File: config.mk
export PLATFORM = sky130hd
export DESIGN_NAME = oqpsk_half_sine_shaper
export DESIGN_NICKNAME = d
export VERILOG_FILES = /design/src/rtl/oqpsk_half_sine_shaper.sv
export SDC_FILE = /design/constraint.sdc
export NUM_CORES = 1
export LEC_CHECK = 0
export BUFFER_PORTS_ARGS = -buffer_cell sky130_fd_sc_hd__buf_2
export CELL_PAD_IN_SITES_DETAIL_PLACEMENT = 1
export CELL_PAD_IN_SITES_GLOBAL_PLACEMENT = 1
export CORE_MARGIN = 5
export CORE_UTILIZATION = 36
export CTS_CLUSTER_DIAMETER = 200
export DETAILED_ROUTE_END_ITERATION = 10
export GPL_ROUTABILITY_DRIVEN = 0
export GPL_TIMING_DRIVEN = 0
export PLACE_DENSITY_LB_ADDON = 0.1
export SYNTH_ARGS = -nofsm -noshare
export SYNTH_HDL_FRONTEND = slang
export SYNTH_SLANG_ARGS = --single-unit
export TNS_END_PERCENT = 10
File: constraint.sdc
create_clock -name clk -period 2.8 [get_ports clk]
set_clock_uncertainty 0.05 [all_clocks]
set_input_delay 0.28 -clock clk [delete_from_list [all_inputs] [get_ports clk]]
set_output_delay 0.28 -clock clk [all_outputs]
set_load 0.01 [all_outputs]
File: src/rtl/oqpsk_half_sine_shaper.sv
`default_nettype none
// +--------------------------------------------------------------------------+
// | oqpsk_half_sine_shaper: O-QPSK chips -> half-sine shaped 5-bit I/Q.      |
// | Optional macro SHAPER_GAIN_EN adds a per-frame gain_sel right shift.     |
// | Revision: 1.0                                                            |
// +--------------------------------------------------------------------------+
module oqpsk_half_sine_shaper #(
  parameter int SAMPLE_DIV = 5
) (
  input  logic              clk,
  input  logic              resetn,
  input  logic              chip_in,
  input  logic              chip_valid,
  input  logic              chip_last,
`ifdef SHAPER_GAIN_EN
  input  logic [1:0]        gain_sel,
`endif
  output logic              chip_ready,
  output logic signed [4:0] i_out,
  output logic signed [4:0] q_out,
  output logic              out_valid,
  output logic              busy,
  output logic              err_underrun
);

  localparam int DIV_W = (SAMPLE_DIV > 1) ? $clog2(SAMPLE_DIV) : 1;
  localparam logic [DIV_W-1:0] C_DIV_LAST = DIV_W'(SAMPLE_DIV - 1);

  typedef enum logic [1:0] {
    ST_IDLE  = 2'd0,
    ST_RUN   = 2'd1,
    ST_FLUSH = 2'd2
  } state_t;

  state_t            r_state, w_state_nxt;
  logic [2:0]        r_phase, w_phase_nxt, w_phase_inc;
  logic [DIV_W-1:0]  r_div_cnt, w_div_nxt;
  logic              r_i_on, r_i_chip, r_q_on, r_q_chip, r_last_q, r_err;
  logic              w_i_on, w_i_chip, w_q_on, w_q_chip, w_last_q, w_err;
  logic              r_out_valid, w_emit;
  logic signed [4:0] r_i_out, r_q_out, w_i_out, w_q_out;
  logic [1:0]        w_gain;
  logic              w_strobe, w_end;

  function automatic logic signed [4:0] shape(input logic on, input logic chip,
                                              input logic [2:0] k, input logic [1:0] sh);
    logic [3:0]        mag;
    logic signed [4:0] s;
    case (k)
      3'd0, 3'd7: mag = 4'd3;
      3'd1, 3'd6: mag = 4'd8;
      3'd2, 3'd5: mag = 4'd12;
      default:    mag = 4'd15;
    endcase
    s = $signed({1'b0, mag});
    if (!chip) s = -s;
    if (!on)   s = '0;
    return s >>> sh;
  endfunction

`ifdef SHAPER_GAIN_EN
  logic [1:0] r_gain;
  always_ff @(posedge clk or negedge resetn) begin
    if (!resetn)                                r_gain <= 2'd0;
    else if (r_state == ST_IDLE && chip_valid)  r_gain <= gain_sel;
  end
  assign w_gain = (r_state == ST_IDLE) ? gain_sel : r_gain;
`else
  assign w_gain = 2'd0;
`endif

  assign w_phase_inc = r_phase + 3'd1;
  assign w_strobe    = (r_state != ST_IDLE) && (r_div_cnt == C_DIV_LAST);
  // The frame's final sample is the last chip's index 7: phase 7 on I, phase 3 on Q.
  assign w_end       = (r_state == ST_FLUSH) && (r_phase == (r_last_q ? 3'd3 : 3'd7));
  assign chip_ready  = (r_state == ST_IDLE) ||
                       ((r_state == ST_RUN) && w_strobe && (w_phase_inc[1:0] == 2'b00));

  always_comb begin
    w_state_nxt = r_state;
    w_phase_nxt = r_phase;
    w_div_nxt   = r_div_cnt;
    w_i_on      = r_i_on;
    w_i_chip    = r_i_chip;
    w_q_on      = r_q_on;
    w_q_chip    = r_q_chip;
    w_last_q    = r_last_q;
    w_err       = r_err;
    w_emit      = 1'b0;
    w_i_out     = r_i_out;
    w_q_out     = r_q_out;
    case (r_state)
      ST_IDLE: begin
        w_div_nxt = '0;
        if (chip_valid) begin
          w_state_nxt = chip_last ? ST_FLUSH : ST_RUN;
          w_phase_nxt = 3'd0;
          w_i_on      = 1'b1;
          w_i_chip    = chip_in;
          w_q_on      = 1'b0;
          w_last_q    = 1'b0;
          w_err       = 1'b0;
          w_emit      = 1'b1;
        end
      end
      default: begin
        if (w_end) begin
          w_state_nxt = ST_IDLE;
          w_phase_nxt = 3'd0;
          w_div_nxt   = '0;
          w_i_on      = 1'b0;
          w_q_on      = 1'b0;
        end else if (w_strobe) begin
          w_div_nxt   = '0;
          w_phase_nxt = w_phase_inc;
          w_emit      = 1'b1;
          // Phase 4 starts a Q pulse, phase 0 an I pulse; a missing chip yields a zero pulse.
          if (w_phase_inc[1:0] == 2'b00) begin
            if (r_state == ST_RUN) begin
              if (!chip_valid) begin
                w_err = 1'b1;
              end else if (chip_last) begin
                w_state_nxt = ST_FLUSH;
                w_last_q    = w_phase_inc[2];
              end
              if (w_phase_inc[2]) begin
                w_q_on   = chip_valid;
                w_q_chip = chip_in;
              end else begin
                w_i_on   = chip_valid;
                w_i_chip = chip_in;
              end
            end else if (w_phase_inc[2]) begin
              w_q_on = 1'b0;
            end else begin
              w_i_on = 1'b0;
            end
          end
        end else begin
          w_div_nxt = r_div_cnt + DIV_W'(1);
        end
      end
    endcase
    if (w_emit) begin
      w_i_out = shape(w_i_on, w_i_chip, w_phase_nxt, w_gain);
      w_q_out = shape(w_q_on, w_q_chip, {~w_phase_nxt[2], w_phase_nxt[1:0]}, w_gain);
    end else if (w_end) begin
      w_i_out = '0;
      w_q_out = '0;
    end
  end

  always_ff @(posedge clk or negedge resetn) begin
    if (!resetn) begin
      r_state     <= ST_IDLE;
      r_phase     <= 3'd0;
      r_div_cnt   <= '0;
      r_i_on      <= 1'b0;
      r_i_chip    <= 1'b0;
      r_q_on      <= 1'b0;
      r_q_chip    <= 1'b0;
      r_last_q    <= 1'b0;
      r_err       <= 1'b0;
      r_out_valid <= 1'b0;
      r_i_out     <= '0;
      r_q_out     <= '0;
    end else begin
      r_state     <= w_state_nxt;
      r_phase     <= w_phase_nxt;
      r_div_cnt   <= w_div_nxt;
      r_i_on      <= w_i_on;
      r_i_chip    <= w_i_chip;
      r_q_on      <= w_q_on;
      r_q_chip    <= w_q_chip;
      r_last_q    <= w_last_q;
      r_err       <= w_err;
      r_out_valid <= w_emit;
      r_i_out     <= w_i_out;
      r_q_out     <= w_q_out;
    end
  end

  assign i_out        = r_i_out;
  assign q_out        = r_q_out;
  assign out_valid    = r_out_valid;
  assign busy         = (r_state != ST_IDLE);
  assign err_underrun = r_err;

endmodule
`default_nettype wire

# == Word level (Yosys, flattened, before mapping) ==
# Cells that the tools add are included.
# classes
n_addsub,4
eq_ne,18
n_mux,75
bitwise,1
n_reduce_logical,28
# op_table
op,n
1-bit 2-to-1 mux,47
5-bit 2-to-1 mux,7
3-bit 2-to-1 mux,8
4-bit one-hot mux with 3 select lines,2
3-bit == test (second input constant),7
2-bit 2-to-1 mux,9
6-bit AND reduction,2
2-bit nonzero test,6
3-bit nonzero test,4
2-bit OR reduction,6
4-bit negator with 5-bit output,2
4-bit 2-to-1 mux,2
7-bit AND reduction,1
3-bit by 1-bit adder with 3-bit output (second input constant),2
3-bit by 1-bit == test with 1-bit output (second input constant),2
3-bit by 2-bit == test with 1-bit output (second input constant),2
3-bit zero test,2
5-bit != test (second input constant),1
1-bit logical AND,4
2-bit zero test,2
2-bit by 1-bit != test with 1-bit output (second input constant),2
3-bit == test,1
2-bit by 1-bit == test with 1-bit output (second input constant),1
2-bit == test (second input constant),1
3 further kinds,3
# totals
ff_bits,25
output_inout_bits,14
elab_cells,138

# == Logic depth before layout (Yosys ltp) ==
# logic_depth
word_depth,14
ltp_mapped,15
ltp_nobuf,14

# == Least setup slack after synthesis ==
# OpenSTA, ideal clock, no wires.
# synth_timing
path_type,flip-flop to flip-flop
startpoint,reg r_phase[0]
endpoint,reg r_i_out[3] (netlist: i_out[3])
setup_time_ns,0.121
arrival_ns,2.872
required_time_ns,2.629
slack_ns,-0.243
path_stages_with_launch,16
n_path_buf,1
synth_period_minus_slack_ns,3.043
cell_sequence,dfrtp_1 > ha_1 > nor2b_1 > a21oi_1 > nand2_1 > nand2_1 > clkbuf_1 > nand2_1 > o21ai_0 > ha_1 > o21bai_1 > mux2i_1 > ha_1 > nor2_1 > xnor2_1 > a22o_1
# synth_between
elab_chain_len,12
word_cells_on_any_way,39
cone_classes,add/sub: 2; eq/ne: 6; mux: 24; reduce/logical: 7
# synth_rtl
element,line_no,source
"start, declared",36,"logic [2:0] r_phase, w_phase_nxt, w_phase_inc;"
"start signal, assigned",169,r_phase <= w_phase_nxt;
3-bit by 1-bit adder with 3-bit output / 3-bit == test (equally long branches),"72, 75",
3-bit 2-to-1 mux / 1-bit logical AND (equally long branches),"113, 75",
3-bit 2-to-1 mux,107,if (w_end) begin
3-bit 2-to-1 mux (*),92,case (r_state)
via w_phase_nxt[0],36,
3-bit by 2-bit == test with 1-bit output (tied with other cells),49,case (k)
2-bit OR reduction,49,
4-bit one-hot mux with 3 select lines (*),49,
4-bit 2-to-1 mux (*),144,if (w_emit) begin
4-bit negator with 5-bit output,56,if (!chip) s = -s;
5-bit 2-to-1 mux (*),56,
5-bit 2-to-1 mux (*),57,if (!on) s = '0;
5-bit 2-to-1 mux (*),144,
"end signal, assigned",178,r_i_out <= w_i_out;
"end, declared",41,"logic signed [4:0] r_i_out, r_q_out, w_i_out, w_q_out;"
# Mark *: on every way through the listed nets, which the timed path passes. The rest lies on a longest branch. The select of a mux whose other input is x is not followed.
# A chain may end at the register's enable or synchronous reset.

# == Worst setup path after layout ==
# layout_timing
startpoint,reg r_phase[2]
endpoint,reg r_i_out[3] (netlist: i_out[3])
# layout_between
elab_chain_len,12
word_cells_on_any_way,38
cone_classes,add/sub: 2; eq/ne: 6; mux: 24; reduce/logical: 6
# layout_rtl
element,line_no,source
3-bit == test (*),75,assign w_end = (r_state == ST_FLUSH) && (r_phase == (r_last_q ? 3'd3 : 3'd7));
1-bit logical AND (*),75,
3-bit 2-to-1 mux (*),107,
3-bit 2-to-1 mux (*),92,
via w_phase_nxt[1],36,
3-bit by 2-bit == test with 1-bit output (tied with other cells),49,
2-bit OR reduction,49,
4-bit one-hot mux with 3 select lines (*),49,
4-bit 2-to-1 mux (*),144,
4-bit negator with 5-bit output,56,
5-bit 2-to-1 mux (*),56,
5-bit 2-to-1 mux (*),57,
5-bit 2-to-1 mux (*),144,
# Marks and branches as above.

==> flow_metrics.tcl <==
set metrics [dict create \
    postSynthCellCount 158 \
    clockBufferDepth 2 \
    core_area_mm2 0.004029 \
    path_buf_inv 1 \
    track_usage_pct 16.38 \
    synth_warnings 0 \
    synth_area_mm2 0.001505 \
    worst_pin_slew_ns 0.5904 \
    post_drt_wl_per_cell_um 16.66 \
    synth_flop_cell "dfrtp_1" \
    die-area_mm2 0.005574 \
    die_h_um 74.66 \
    antenna_found_initial 0 \
    grt_pass1_vias 1383 \
    rows 23 \
    rr_startpoint "r_phase[2]$_DFF_PN0_" \
    drt_pass1_iterations 4 \
    postSynthAreaPerCell_um2 9.527 \
    fin_crit_ns 2.682 \
    end_kind "flop" \
    initial_core_util_pct 37.36 \
    grt-ovfl-total 0 \
    dp_hpwl_um 2865 \
    hp-class "primary input to flop" \
    ant_nets 0 \
    max_slew_margin_pct 60.64 \
    clock-root-buffer "clkbuf_8" \
    critical_path.startpoint "r_phase[2]$_DFF_PN0_" \
    path_class "flop to flop" \
    cap_viol_max_count 0 \
    dp_cells 226 \
    p_per_area_mw_per_mm2 1212 \
    cts_tree "done" \
    nets 214 \
    ys_types 46 \
    area_growth_pct 39.98 \
    grt_pass1_wl_um 6906 \
    period_share_pct 95.80 \
    async_flop_share_pct 100.0 \
    cpMaxStageDelayCell "dfrtp_1" \
    crit_chain "buf_6, xor2_4, a21oi_4, nand2_2, nand2_4, a22o_4, ha_4, nand2b_1, nor2_1, a41oi_2, o311ai_2, xnor2_1, a22o_1" \
    cpLargestDelayFamily "compound AO/OA/AOI/OAI gates" \
    critPathMaxStageDelay_ns 0.38 \
    vias 1325 \
    synth_fp_nets 172 \
    clk_pin_slew_ns 0.09 \
    final_max_slew_viol_count 0 \
    ys_seq_area_share_pct 41.56 \
    finalSetupViolCount 0 \
    final.setup.tns_ns 0 \
    worstHoldStart "chip_last" \
    arrival_ns 2.81 \
    grt_max_degree 26 \
    fillers 455 \
    cts_buffers 3 \
    final_cells 249 \
    regArea_um2 630.6 \
    clkSinkCount 25 \
    via_per_inst 5.321 \
    p_leak_uw 0.0009151 \
    final_hold_viol_count 0 \
    final_cell_mix "dfrtp_1, buf_2, nand2_1, buf_4" \
    outcome "completed" \
    peakVddDrop_uv 550.9 \
    io_buffers 18 \
    io_pins 19 \
    path_max_fanout 8 \
    drive_gt1_share_pct 41.71 \
    htreeDepth 1 \
    antenna_cells 0 \
    synth-edff-count 0 \
    clock_insertion_delay_worst_skew_ns 0.28 \
    hold_ws_ns 0.1713 \
    cp.required_ns 2.92 \
    drcViolationCount 0 \
    synth_seq_cells 25 \
    multi_input_area_mm2 0.001032 \
    final_common_cell "dfrtp_1" \
    detail_route.wirelength_um 4148 \
    cp-start-kind "flop" \
    max_freq_mhz 372.8 \
    drt_iter0_markers 47 \
    die_x_um 74.66 \
]
-- routing by layer --
layer	routed length [µm]	vias to the layer above	global-route usage (%)
li1	-	642	-
met1	1869	659	20.94
met2	2102	19	28.20
met3	116	5	2.136
met4	61	0	6.126
met5	0	-	0
-- layout make-up --
type	instances	share of cell area (%)
Clock inverter	1	0.2375
Inverter	8	1.425
Timing Repair Buffer	37	11.52
Sequential cell	25	29.93
Clock buffer	3	1.960
Buffer	7	2.969
Multi-Input combinational cell	118	48.99
Tap cell	50	2.969
-- flip-flops by register name, indices dropped and copies added (netlist names), 2 cells and up --
name and flops:
r_div_cnt 3, i_out 5, r_state 2, q_out 5, r_phase 3
-- Yosys cell counts, drive strengths merged, types with 3 or more instances --
| master | n | area, µm² |
|---|---|---|
| a21oi | 5 | 25.02 |
| nand3 | 5 | 37.54 |
| mux2i | 4 | 40.04 |
| nor2 | 10 | 37.54 |
| buf | 4 | 22.52 |
| clkbuf | 3 | 11.26 |
| and2 | 5 | 33.78 |
| nor2b | 3 | 18.77 |
| dfrtp | 25 | 625.6 |
| o21ai | 12 | 71.32 |
| a22o | 4 | 35.03 |
| inv | 8 | 30.03 |
| nand2 | 20 | 75.07 |
| ha | 9 | 112.6 |
| nand2b | 5 | 31.28 |
-- kinds of logic after synthesis --
| logic type | count (synthesis) | synth area share [%] |
|---|---|---|
| flip-flops | 25 | 41.56 |
| multiplexers | 6 | 4.156 |
| XOR/XNOR | 4 | 2.328 |
| AO/OA/AOI/OAI | 40 | 19.78 |
| adder cells (fa/ha/maj) | 9 | 7.481 |
| AND/OR/NAND/NOR | 59 | 20.45 |
| buffers and inverters | 15 | 4.239 |
-- metrics by stage --
| step | power (µW) | area, µm² | worst slack [ns] | utilization [%] |
|---|---|---|---|---|
| 2_1_floorplan | 1392 | 1531 | 0.01175 | - |
| 3_3_place_gp | 1630 | 1684 | -0.4202 | 41.80 |
| 3_5_place_dp | 1682 | 1684 | -0.4983 | 41.80 |
| 4_1_cts | 2248 | 1941 | 0.01189 | 48.17 |
| 5_1_grt | 2774 | 2107 | -0.01700 | 52.30 |
| 6_report | 2553 | 2107 | 0.1176 | 52.30 |
-- where the power goes --
part | internal [µW] | total (µW) | switching (µW)
clock network | 100 | 227 | 127
registers | 482 | 557 | 74.6
logic | 882 | 1770 | 888
-- worst paths after layout --
check / slack [ns] / endpoint / depth (start not counted)
min in group asynchronous: 0.48 / err_underrun$_DFFE_PN0P_ / 2
max in group asynchronous: 1.80 / r_phase[0]$_DFF_PN0_ / 2
hold / removal: 0.17 / r_state[0]$_DFFE_PN0P_ / 2
hold reg to reg: 0.43 / r_div_cnt[0]$_DFF_PN0_ / 1
setup / recovery: 0.12 / i_out[3]$_DFFE_PN0P_ / 13
setup reg to reg: 0.12 / i_out[3]$_DFFE_PN0P_ / 13
-- timing repair --
action                     in CTS  in global routing
resized for setup              29                 25
setup endpoints to repair       8                  4
hold endpoints to repair       25                  0
pin swaps                       9                 11
hold buffers                    1                  0
setup buffers                  12                  6
Power figures use the tool's default switching activity.
